--- src/rtl/bar_graph_pkg.sv ---
// Register map and mode encodings shared by the bar-graph controller and its bench.
package bar_graph_pkg;

    localparam int REG_CTRL      = 0;
    localparam int REG_PATTERN   = 1;
    localparam int REG_PRESCALE  = 2;
    localparam int REG_STATUS    = 3;
    localparam int REG_DUTY_BASE = 4;

    typedef enum logic [1:0] {
        MODE_STATIC = 2'd0,
        MODE_PWM    = 2'd1,
        MODE_BLINK  = 2'd2,
        MODE_CHASE  = 2'd3
    } mode_e;

endpackage

--- src/rtl/bar_graph_pwm_wb_if.sv ---
// Wishbone slave-side bus bundle for the bar-graph controller.
interface bar_graph_pwm_wb_if #(
    parameter int ADDR_WIDTH = 4,
    parameter int DATA_WIDTH = 16
);
    logic [ADDR_WIDTH-1:0] wbs_address;
    logic [DATA_WIDTH-1:0] wbs_writedata;
    logic [DATA_WIDTH-1:0] wbs_readdata;
    logic                  wbs_strobe;
    logic                  wbs_write;
    logic                  wbs_cycle;
    logic                  wbs_ack;

    modport master (
        output wbs_address, wbs_writedata, wbs_strobe, wbs_write, wbs_cycle,
        input  wbs_readdata, wbs_ack
    );

    modport slave (
        input  wbs_address, wbs_writedata, wbs_strobe, wbs_write, wbs_cycle,
        output wbs_readdata, wbs_ack
    );
endinterface

--- src/rtl/pwm_timebase.sv ---
// Prescaler plus free-running PWM counter; tick marks a prescaler reload, wrap a counter rollover.
module pwm_timebase #(
    parameter int PRESCALE_WIDTH = 16,
    parameter int PWM_BITS       = 8
) (
    input  logic                      clk,
    input  logic                      reset,
    input  logic                      i_enable,
    input  logic [PRESCALE_WIDTH-1:0] i_prescale,
    input  logic                      i_prescale_clr,
    output logic [PWM_BITS-1:0]       o_pwm_cnt,
    output logic                      o_tick,
    output logic                      o_wrap
);
    logic [PRESCALE_WIDTH-1:0] r_pre_cnt;
    logic [PWM_BITS-1:0]       r_pwm_cnt;
    logic                      w_tick;

    assign w_tick = i_enable && (r_pre_cnt == i_prescale);

    // NOTE: sequential state uses non-blocking assignments so every register samples pre-edge values.
    always_ff @(posedge clk) begin
        if (!reset || !i_enable) begin
            r_pre_cnt <= '0;
            r_pwm_cnt <= '0;
        end else begin
            if (w_tick || i_prescale_clr) r_pre_cnt <= '0;
            else                          r_pre_cnt <= r_pre_cnt + 1'b1;
            if (w_tick) r_pwm_cnt <= r_pwm_cnt + 1'b1;
        end
    end

    assign o_pwm_cnt = r_pwm_cnt;
    assign o_tick    = w_tick;
    assign o_wrap    = w_tick && (&r_pwm_cnt);
endmodule

--- src/rtl/bar_graph_pwm_wb.sv ---
// Wishbone LED bar-graph controller: static, PWM, blink and chase modes on a shared timebase.
module bar_graph_pwm_wb
    import bar_graph_pkg::*;
#(
    parameter int ADDR_WIDTH     = 4,
    parameter int DATA_WIDTH     = 16,
    parameter int NUM_LEDS       = 8,
    parameter int PWM_BITS       = 8,
    parameter int PRESCALE_WIDTH = 16
) (
    input  logic                clk,
    input  logic                reset,
    output logic [NUM_LEDS-1:0] bar_graph,
    bar_graph_pwm_wb_if.slave   wbs
);
    logic                      r_enable;
    mode_e                     r_mode;
    logic [NUM_LEDS-1:0]       r_pattern;
    logic [PRESCALE_WIDTH-1:0] r_prescale;
    logic [PWM_BITS-1:0]       r_duty [NUM_LEDS];
    logic                      r_phase;
    logic [NUM_LEDS-1:0]       r_chase;
    logic                      r_ack;
    logic [DATA_WIDTH-1:0]     r_rdata;
    logic [NUM_LEDS-1:0]       r_bar;

    logic                  w_req, w_wr, w_rd;
    logic [NUM_LEDS-1:0]   w_duty_sel;
    logic [DATA_WIDTH-1:0] w_rdata;
    logic [NUM_LEDS-1:0]   w_bar_nxt;
    logic [PWM_BITS-1:0]   w_pwm_cnt;
    logic                  w_tick, w_wrap;
    mode_e                 w_wr_mode;

    assign w_req     = wbs.wbs_cycle && wbs.wbs_strobe && !r_ack;
    assign w_wr      = w_req && wbs.wbs_write;
    assign w_rd      = w_req && !wbs.wbs_write;
    assign w_wr_mode = mode_e'(wbs.wbs_writedata[2:1]);

    pwm_timebase #(
        .PRESCALE_WIDTH (PRESCALE_WIDTH),
        .PWM_BITS       (PWM_BITS)
    ) u_timebase (
        .clk            (clk),
        .reset          (reset),
        .i_enable       (r_enable),
        .i_prescale     (r_prescale),
        .i_prescale_clr (w_wr && (wbs.wbs_address == ADDR_WIDTH'(REG_PRESCALE))),
        .o_pwm_cnt      (w_pwm_cnt),
        .o_tick         (w_tick),
        .o_wrap         (w_wrap)
    );

    // NOTE: every combinational output gets a default first so no path can infer a latch.
    always_comb begin
        w_duty_sel = '0;
        for (int i = 0; i < NUM_LEDS; i++)
            w_duty_sel[i] = (wbs.wbs_address == ADDR_WIDTH'(REG_DUTY_BASE + i));
    end

    always_comb begin
        w_rdata = '0;
        case (wbs.wbs_address)
            ADDR_WIDTH'(REG_CTRL):     w_rdata[2:0]              = {r_mode, r_enable};
            ADDR_WIDTH'(REG_PATTERN):  w_rdata[NUM_LEDS-1:0]       = r_pattern;
            ADDR_WIDTH'(REG_PRESCALE): w_rdata[PRESCALE_WIDTH-1:0] = r_prescale;
            ADDR_WIDTH'(REG_STATUS):   w_rdata[PWM_BITS:0]         = {r_phase, w_pwm_cnt};
            default:
                for (int i = 0; i < NUM_LEDS; i++)
                    if (w_duty_sel[i]) w_rdata[PWM_BITS-1:0] = r_duty[i];
        endcase
    end

    always_comb begin
        w_bar_nxt = '0;
        if (r_enable) begin
            case (r_mode)
                MODE_STATIC: w_bar_nxt = r_pattern;
                MODE_PWM:
                    for (int i = 0; i < NUM_LEDS; i++)
                        w_bar_nxt[i] = r_pattern[i] && (r_duty[i] > w_pwm_cnt);
                MODE_BLINK:  w_bar_nxt = r_phase ? r_pattern : '0;
                default:     w_bar_nxt = r_chase;
            endcase
        end
    end

    always_ff @(posedge clk) begin
        if (!reset) begin
            r_enable   <= 1'b0;
            r_mode     <= MODE_STATIC;
            r_pattern  <= '0;
            r_prescale <= '0;
            r_phase    <= 1'b0;
            r_chase    <= '0;
            r_ack      <= 1'b0;
            r_rdata    <= '0;
            r_bar      <= '0;
            // NOTE: the duty bank is a handful of flops, not a RAM, so it is cleared like any register.
            for (int i = 0; i < NUM_LEDS; i++) r_duty[i] <= '0;
        end else begin
            r_ack <= w_req;
            r_bar <= w_bar_nxt;
            if (w_rd) r_rdata <= w_rdata;
            if (w_tick && w_wrap) begin
                r_phase <= ~r_phase;
                r_chase <= {r_chase[NUM_LEDS-2:0], r_chase[NUM_LEDS-1]};
            end
            // A bus write below overrides the wrap update above for the same register.
            if (w_wr) begin
                case (wbs.wbs_address)
                    ADDR_WIDTH'(REG_CTRL): begin
                        r_enable <= wbs.wbs_writedata[0];
                        r_mode   <= w_wr_mode;
                        if (w_wr_mode == MODE_CHASE) r_chase <= r_pattern;
                    end
                    ADDR_WIDTH'(REG_PATTERN): begin
                        r_pattern <= wbs.wbs_writedata[NUM_LEDS-1:0];
                        if (r_mode == MODE_CHASE) r_chase <= wbs.wbs_writedata[NUM_LEDS-1:0];
                    end
                    ADDR_WIDTH'(REG_PRESCALE): r_prescale <= wbs.wbs_writedata[PRESCALE_WIDTH-1:0];
                    default:
                        for (int i = 0; i < NUM_LEDS; i++)
                            if (w_duty_sel[i]) r_duty[i] <= wbs.wbs_writedata[PWM_BITS-1:0];
                endcase
            end
        end
    end

    assign wbs.wbs_ack      = r_ack;
    assign wbs.wbs_readdata = r_rdata;
    assign bar_graph        = r_bar;
endmodule

--- src/flat_wrapper.sv ---
// flat-port wrapper written by rule: the top's interface ports become plain ports
module bar_graph_pwm_wb_flat import bar_graph_pkg::*;
#(
    parameter int ADDR_WIDTH     = 4,
    parameter int DATA_WIDTH     = 16,
    parameter int NUM_LEDS       = 8,
    parameter int PWM_BITS       = 8,
    parameter int PRESCALE_WIDTH = 16
)
  (clk, reset, bar_graph, wbs_wbs_address, wbs_wbs_writedata, wbs_wbs_strobe, wbs_wbs_write, wbs_wbs_cycle, wbs_wbs_readdata, wbs_wbs_ack);
  bar_graph_pwm_wb_if #(.ADDR_WIDTH(ADDR_WIDTH), .DATA_WIDTH(DATA_WIDTH)) wbs_i ();
  input  logic clk;
  input  logic reset;
  output logic [NUM_LEDS-1:0] bar_graph;
  input wire logic [$bits(wbs_i.wbs_address)-1:0] wbs_wbs_address;
  input wire logic [$bits(wbs_i.wbs_writedata)-1:0] wbs_wbs_writedata;
  input wire logic [$bits(wbs_i.wbs_strobe)-1:0] wbs_wbs_strobe;
  input wire logic [$bits(wbs_i.wbs_write)-1:0] wbs_wbs_write;
  input wire logic [$bits(wbs_i.wbs_cycle)-1:0] wbs_wbs_cycle;
  output wire logic [$bits(wbs_i.wbs_readdata)-1:0] wbs_wbs_readdata;
  output wire logic [$bits(wbs_i.wbs_ack)-1:0] wbs_wbs_ack;
  assign wbs_i.wbs_address = wbs_wbs_address;
  assign wbs_i.wbs_writedata = wbs_wbs_writedata;
  assign wbs_i.wbs_strobe = wbs_wbs_strobe;
  assign wbs_i.wbs_write = wbs_wbs_write;
  assign wbs_i.wbs_cycle = wbs_wbs_cycle;
  assign wbs_wbs_readdata = wbs_i.wbs_readdata;
  assign wbs_wbs_ack = wbs_i.wbs_ack;
  bar_graph_pwm_wb #(.ADDR_WIDTH(ADDR_WIDTH), .DATA_WIDTH(DATA_WIDTH), .NUM_LEDS(NUM_LEDS), .PWM_BITS(PWM_BITS), .PRESCALE_WIDTH(PRESCALE_WIDTH)) u_core (.clk(clk), .reset(reset), .bar_graph(bar_graph), .wbs(wbs_i));
endmodule
--- config.mk ---
export PLATFORM = sky130hd
export DESIGN_NAME = bar_graph_pwm_wb_flat
export DESIGN_NICKNAME = d
export VERILOG_FILES = /design/src/rtl/bar_graph_pkg.sv /design/src/rtl/bar_graph_pwm_wb_if.sv /design/src/rtl/pwm_timebase.sv /design/src/rtl/bar_graph_pwm_wb.sv /design/src/flat_wrapper.sv
export SDC_FILE = /design/constraint.sdc
export NUM_CORES = 1
export LEC_CHECK = 0
export BUFFER_PORTS_ARGS = -buffer_cell sky130_fd_sc_hd__buf_2
export CORE_ASPECT_RATIO = 1.2
export CORE_MARGIN = 2
export CORE_UTILIZATION = 24
export DETAILED_ROUTE_END_ITERATION = 6
export PLACE_DENSITY = 0.47
export SYNTH_ARGS = -nofsm -noshare
export SYNTH_HDL_FRONTEND = slang
export SYNTH_SLANG_ARGS = --single-unit
--- constraint.sdc ---
create_clock -name clk -period 6.5 [get_ports clk]
set_input_delay 0.325 -clock clk [delete_from_list [all_inputs] [get_ports clk]]
set_output_delay 0.325 -clock clk [all_outputs]
set_load 0.005 [all_outputs]
==> summary.txt, run 1 <==
Antenna-violating nets left: 0
Initial drt markers: 628
Slowest CP cell: dfxtp_1
Pin count of the biggest net entering global routing: 75
Max-slew violation count: 0
Final setup TNS: 0 ns
Nets: 1,007
VDD IR max: 0.000184 V
RSZ-0062 raised after global routing: no
Slew @ Worst Pin: 1.17 ns
CP required: 6.88 ns
Gate Count Post-Synth: 881
Post-Syn Area: 8340 sq um
Congestion Overflow GR: 0
Clock transition at path regs: 0.07 ns
NetSw: 0.000562 W
DRC viols: 0
Routability cong.: 0.881
Setup Skew: 0.0188 ns
Layout fillers: 3,631
Worst path top cell family by delay: simple AND/OR/NAND/NOR gates
Mux share of post-synthesis cell area: 4.98%
IO Pins: 50
Drt wl/cell: 20.3 um
Count of state elements after synthesis: 149
Hold_buf cts: 0
CTS tree: yes
Syn nets: 972
Crit path DAT: 3.42 ns
Fmax: 0.329 GHz
Vias: 6,822
Flop pwr share: 46.8%
Worst setup path category: flop to flop
Initial antenna violation count: 0
Power Dens Cells: 226 nW/um^2
Ys Warns: 0
Power share of the clock group: 45.5%
Critical path cell sequence: ha_1 -> and3_1 -> and3_2 -> nand3_2 -> nor3b_1 -> or4_1 -> nand3_1
Final Hold Fails: 0
Simple-gate area share of the yosys netlist: 19.2%
Hold Crit Depth: 3
Main synth FF type: dfxtp_1
R2R depth: 7
Sw frac: 25.8%
Setup slack, reg-to-reg: 3.46 ns
Largest family of logic cells by synthesized area: simple AND/OR/NAND/NOR gates
Cts repair resizes: 0
Leakage: 3.55 nW
Clock latency at the later pin of the worst-skew pair: 0.45 ns
Synth top area share: 23.0%
Status: completed
Total setup buffers inserted after CTS: 0
Area of the core: 34,200 sq um
ANT cells: 0
Tcrit/Tclk final: 46.8%
Slew Limit Headroom: 22.0%
Hold_ws: 0.108 ns
CP Launch Type: flop
Synth Area in XOR/XNOR: 3.88%
Combinational share of power: 7.7%
Die ar.: 36,300 sq um
Worst r2r src: u_core.u_timebase.o_pwm_cnt[0]$_SDFFE_PN0P_
CTS sink count: 149
CTS buffer count: 17
DRT Pass-1 Iters: 6
Max_cap viols: 0
Final min period: 3.04 ns
Syn-to-layout area delta: 15.2%
Chip width: 174 um
Min-delay src: wbs_wbs_writedata[15]
Total track usage: 15.6%
Detailed placement HPWL: 20.2 mm
Share of layout cells above drive strength 1: 11.3%
Biggest area consumer among synthesized cells: edfxtp_1
Post-synthesis adder-cell area fraction: 9.90%
Max incr delay on CP: 0.81 ns
Die height: 208 um
Synth unique cells: 51
Vias in the first global route: 6,803
Final setup vio count: 0
Crit path max fanout: 22
Root Driver: clkbuf_16
IO buf count: 49
Avg Cell Area, Syn: 9.47 sq um
Detailed Route WL: 28.1 mm
Clk buf depth: 2
Number of flops mapped to enable cells by yosys: 64
Internal: 0.00161 W
Drt via density: 4.93
First-pass GRT wire length: 42.2 mm
Hold endpoint: u_core.r_prescale[15]$_SDFFE_PN0P_
CP Buf/Inv Count: 0
CTS H-tree depth: 4
Sequential area share after synthesis: 43.4%
Crit end category: flop
Ys async rst share: 0%
Initial core utilization: 24.4%
HP Class: primary input to flop
Terminus of the critical flop-to-flop path: u_core.r_chase[4]$_SDFF_PN0_
Top post-synthesis cells by area: edfxtp_1 23%, dfxtp_1 20%, ha_1 9.9%
Compound-gate portion of the synthesized area: 15.6%
Rows: 74
-- state kept, by name (all words and copies together), names as in the netlist --
name / flops
u_core.u_timebase.o_pwm_cnt: 8
u_core.r_chase: 8
u_core.r_duty: 64
u_core.bar_graph: 8
u_core.r_prescale: 16
u_core.r_pattern: 8
u_core.r_enable: 1
u_core.wbs.wbs_ack: 1
u_core.wbs.wbs_readdata: 16
u_core.r_mode: 2
u_core.r_phase: 1
u_core.u_timebase.r_pre_cnt: 16
-- per-stage QoR --
step	std cells	utilization [%]	setup WS, ns	cell area (sq um)	total power, W
2_1_floorplan	881	-	4.48	8340	0.00114
4_1_cts	1385	28.1	3.50	9610	0.00219
5_1_grt	1385	28.1	3.33	9610	0.00224
3_5_place_dp	1353	26.5	3.51	9040	0.00120
6_report	1385	28.1	3.46	9610	0.00217
3_3_place_gp	1353	26.5	3.53	9040	0.00120
-- logic make-up (layout without fill, tap and decap cells) --
| logic type | count (synthesis) | in the layout |
|---|---|---|
| multiplexers | 32 | 32 |
| adder cells (fa/ha/maj) | 66 | 66 |
| flip-flops | 149 | 149 |
| AND/OR/NAND/NOR | 349 | 349 |
| AO/OA/AOI/OAI | 184 | 184 |
| XOR/XNOR | 37 | 37 |
| buffers and inverters | 64 | 112 |
-- worst register-to-register path, stage by stage, from the launching register on --
cell and delay, ns:
dfxtp_1 0.81, ha_1 0.30, and3_1 0.19, and3_2 0.23, nand3_2 0.48, nor3b_1 0.35
or4_1 0.51, nand3_1 0.09
-- cell usage after synthesis (2+ instances only) --
library cell	count
nor3_1	14
a21boi_0	22
buf_2	10
a21boi_1	10
mux2i_1	19
nand3_1	40
nor2_1	108
a21oi_1	14
a31oi_1	3
mux2_2	6
and3_1	8
o211a_1	3
inv_1	25
edfxtp_1	64
clkbuf_1	29
nand2b_1	4
nand2_1	110
o21ai_0	27
o21a_1	38
o211ai_1	10
ha_1	66
nor4b_1	2
a211o_1	6
dfxtp_1	85
and2_1	8
o2bb2ai_1	3
o22ai_1	6
nor2b_1	17
or4_1	2
a221oi_1	4
a22o_1	2
o2111ai_1	2
or3_1	3
xnor2_1	24
a21o_1	3
mux4_2	7
a222oi_1	4
nand4_1	23
a22oi_1	26
xor2_1	13
-- power by group through the flow --
stage / combinational, W / sequential, W / clock, W
2_1_floorplan: 0.000106 / 0.00103 / 0
3_3_place_gp: 0.000165 / 0.00104 / 0
3_5_place_dp: 0.000165 / 0.00104 / 0
4_1_cts: 0.000167 / 0.00102 / 0.00101
5_1_grt: 0.000183 / 0.00102 / 0.00104
6_report: 0.000167 / 0.00102 / 0.000989
-- layout by cell type, fill, tap and decap left out, types with 17 or more instances in the layout --
cell type    n
xnor2_1     24
ha_1        66
nor2b_1     17
a21boi_0    22
edfxtp_1    64
a22oi_1     26
inv_1       25
nand2_1    110
dfxtp_1     85
nand4_1     23
buf_2       49
clkbuf_16   17
o21a_1      38
nand3_1     40
nor2_1     108
mux2i_1     19
o21ai_0     27
-- final cells by class --
cell class / count / area [sq um] / area share [%]
multi-input combinational: 668 / 4470 / 46.5
inverter: 25 / 93.8 / 0.976
clock buffer: 20 / 457 / 4.75
clock inverter: 12 / 113 / 1.17
timing repair buffer: 55 / 290 / 3.02
tap: 456 / 571 / 5.93
sequential: 149 / 3620 / 37.7
-- worst max-delay path by stage --
stage | start | to | depth (start not counted)
5_1_grt | u_core.u_timebase.o_pwm_cnt[0]$_SDFFE_PN0P_ | u_core.r_chase[4]$_SDFF_PN0_ | 7
2_1_floorplan | u_core.u_timebase.o_pwm_cnt[0]$_SDFFE_PN0P_ | u_core.r_chase[0]$_SDFF_PN0_ | 8
3_5_place_dp | u_core.u_timebase.o_pwm_cnt[0]$_SDFFE_PN0P_ | u_core.r_chase[4]$_SDFF_PN0_ | 7
6_report | u_core.u_timebase.o_pwm_cnt[0]$_SDFFE_PN0P_ | u_core.r_chase[4]$_SDFF_PN0_ | 7
3_3_place_gp | u_core.u_timebase.o_pwm_cnt[0]$_SDFFE_PN0P_ | u_core.r_chase[4]$_SDFF_PN0_ | 7
4_1_cts | u_core.u_timebase.o_pwm_cnt[0]$_SDFFE_PN0P_ | u_core.r_chase[4]$_SDFF_PN0_ | 7
-- metal layers --
layer	GRT usage (%)	wire length, um	up-vias
met5	0	0	-
met4	6.93	1060	0
met3	2.19	1090	48
met2	27.2	13900	182
met1	19.0	12100	3327
li1	-	-	3265
No activity file was read; power rests on OpenSTA's default activity.
==> inputs of run 2 (changes only) <==
- ABC_AREA: default -> 1
- clock period: 6.5 -> 3.05 ns (I/O delays scaled with it)
==> summary.txt, run 2 <==
Root Driver: clkbuf_16
Final setup TNS: 0 ns
Sequential area share after synthesis: 42.8%
Most common cell after layout, fill and taps aside: nand2_1
Die height: 210 um
Number of flip-flops in the largest register: 64
First-pass GRT wire length: 44.0 mm
Placed Cells: 1,570
Max incr delay on CP: 0.50 ns
Crit end category: flop
Setup slack, reg-to-reg: 0.85 ns
Number of flops mapped to enable cells by yosys: 64
CTS buffer count: 17
DRT Pass-1 Iters: 5
R2R depth: 10
Die ar.: 36,800 sq um
Biggest area consumer among synthesized cells: edfxtp_1
Congestion Overflow GR: 0
Initial drt markers: 559
Critical path cell sequence: ha_1 -> inv_1 -> nor3_2 -> nand4_1 -> nand2_1 -> nand3_1 -> nand2_1 -> nand2_1 -> nand2_1 -> a21oi_1
Pin count of the biggest net entering global routing: 32
Setup Skew: 0.00880 ns
Antenna-violating nets left: 0
Max-slew violation count: 0
Syn nets: 1,156
Synth top area share: 22.7%
Worst setup path category: flop to flop
Main synth FF type: dfxtp_1
Post-Syn Area: 8480 sq um
Avg Cell Area, Syn: 7.96 sq um
Fin util: 28.7%
Top-count cell post-synth: nand2_1
Initial core utilization: 24.3%
Ys async rst share: 0%
Final setup vio count: 0
Final min period: 2.20 ns
Initial antenna violation count: 0
Worst path most repeated cell: nand2_1
Worst path depth: 10
Slew @ Worst Pin: 0.960 ns
ANT cells: 0
Total track usage: 15.9%
RSZ-0062 raised after global routing: no
Hold Crit Depth: 5
Share of layout cells above drive strength 1: 13.1%
Ys Warns: 0
Vias in the first global route: 7,460
Post-synthesis adder-cell area fraction: 9.74%
Max_cap viols: 0
CP required: 3.32 ns
Final Hold Fails: 0
Clock latency at the later pin of the worst-skew pair: 0.43 ns
Final non-filler cell total: 1,610
CP Buf/Inv Count: 1
Drt wl/cell: 17.9 um
Worst setup path end: u_core.r_chase[2]$_SDFF_PN0_
Crit path launch: u_core.u_timebase.o_pwm_cnt[1]$_SDFFE_PN0P_
Leakage: 3.97 nW
Crit path max fanout: 6
Syn-to-layout area delta: 18.0%
Rows: 75
CTS tree: yes
Mux share of post-synthesis cell area: 0%
Clock transition at path regs: 0.07 ns
CTS sink count: 149
Fmax: 0.455 GHz
Chip width: 176 um
Drt via density: 4.75
Top post-synthesis cells by area: edfxtp_1 23%, dfxtp_1 20%, nand2_1 9.9%
Worst r2r src: u_core.u_timebase.o_pwm_cnt[1]$_SDFFE_PN0P_
Status: completed
Synth Area in XOR/XNOR: 0.620%
Synth unique cells: 43
Slew Limit Headroom: 35.9%
CP Launch Type: flop
Top post-synthesis cells by count: 224 x nand2_1, 114 x nor2_1, 104 x a21oi_1, 98 x inv_1, 85 x dfxtp_1
IO buf count: 49
Simple-gate area share of the yosys netlist: 27.3%
Tot Pwr: 0.00467 W
IO Pins: 50
Nets: 1,226
Largest reg by FF count: u_core.r_duty
Area of the core: 34,900 sq um
HP Class: primary input to flop
Slowest CP cell: nor3_2
Terminus of the critical flop-to-flop path: u_core.r_chase[2]$_SDFF_PN0_
Tcrit/Tclk final: 72.1%
Count of state elements after synthesis: 149
Largest family of logic cells by synthesized area: simple AND/OR/NAND/NOR gates
Clk buf depth: 2
Vias: 7,640
Layout fillers: 3,842
Worst path top cell family by delay: simple AND/OR/NAND/NOR gates
Crit path DAT: 2.47 ns
Power Dens Cells: 466 nW/um^2
VDD IR max: 0.000382 V
Gate Count Post-Synth: 1,065
Compound-gate portion of the synthesized area: 13.3%
Routability cong.: 0.844
Detailed Route WL: 28.9 mm
Detailed placement HPWL: 21.8 mm
Most frequent cells in the layout: 224 x nand2_1, 114 x nor2_1, 104 x a21oi_1
CTS H-tree depth: 4
DRC viols: 0
run 2: where the power goes:
part,internal [W],switching [W],total [W],leakage (nW)
logic,0.000119,0.000247,0.000366,2.34
clock network,0.00124,0.000885,0.00213,0.297
registers,0.00213,0.0000384,0.00217,1.33
run 2: stage by stage:
| step | hold WS (ns) | setup slack [ns] | area (sq um) |
|---|---|---|---|
| 5_1_grt | 0.0667 | 0.621 | 10000 |
| 3_3_place_gp | 0.395 | 0.815 | 9340 |
| 4_1_cts | 0.0352 | 0.866 | 10000 |
| 2_1_floorplan | 0.287 | 1.22 | 8480 |
| 3_5_place_dp | 0.404 | 0.752 | 9340 |
| 6_report | 0.0534 | 0.850 | 10000 |
run 2: worst min path at each step:
| stage | start | slack, ns | end |
|---|---|---|---|
| 6_report | wbs_wbs_strobe | 0.05 | u_core.wbs.wbs_ack$_SDFF_PN0_ |
| 5_1_grt | wbs_wbs_strobe | 0.07 | u_core.wbs.wbs_ack$_SDFF_PN0_ |
| 4_1_cts | wbs_wbs_writedata[0] | 0.04 | u_core.r_pattern[0]$_SDFFE_PN0P_ |
| 3_5_place_dp | wbs_wbs_writedata[11] | 0.40 | u_core.r_prescale[11]$_SDFFE_PN0P_ |
| 3_3_place_gp | wbs_wbs_writedata[10] | 0.40 | u_core.r_prescale[10]$_SDFFE_PN0P_ |
| 2_1_floorplan | wbs_wbs_writedata[6] | 0.29 | u_core.r_pattern[6]$_SDFFE_PN0P_ |
run 2: cell type report:
cell class / count / area [sq um] / area share, %
well taps: 462 / 578 / 5.78
inverters: 116 / 435 / 4.35
clock buffers: 21 / 494 / 4.94
clock inverters: 11 / 93.8 / 0.938
repair buffers: 75 / 460 / 4.60
flip-flops and latches: 149 / 3620 / 36.2
multi-input cells: 776 / 4320 / 43.2
run 2: cell families (layout without fill, tap and decap cells):
group / count (synthesis) / after routing
AO/OA/AOI/OAI: 208 / 208
flip-flops: 149 / 149
AND/OR/NAND/NOR: 496 / 496
XOR/XNOR: 6 / 6
buffers and inverters: 140 / 223
adder cells (fa/ha/maj): 66 / 66
run 2: worst reg2reg max path: stages (launching register included):
cell     delay (ns)
dfxtp_1        0.36
ha_1           0.17
inv_1          0.10
nor3_2         0.50
nand4_1        0.37
nand2_1        0.21
nand3_1        0.09
nand2_1        0.08
nand2_1        0.05
nand2_1        0.05
a21oi_1        0.06
run 2: repair_timing:
action                                 in CTS  in global routing
endpoints found under the hold margin       8                  0
hold buffers                                8                  0
setup buffers                               0                  0
gates resized for setup                     0                  0
run 2: per-layer routing:
metal	vias to the layer above	global-route usage (%)	routed length, um
met5	-	0	0
met4	0	6.07	883
met3	48	2.32	1240
met2	186	27.5	14000
met1	3617	19.9	12800
li1	3789	-	-
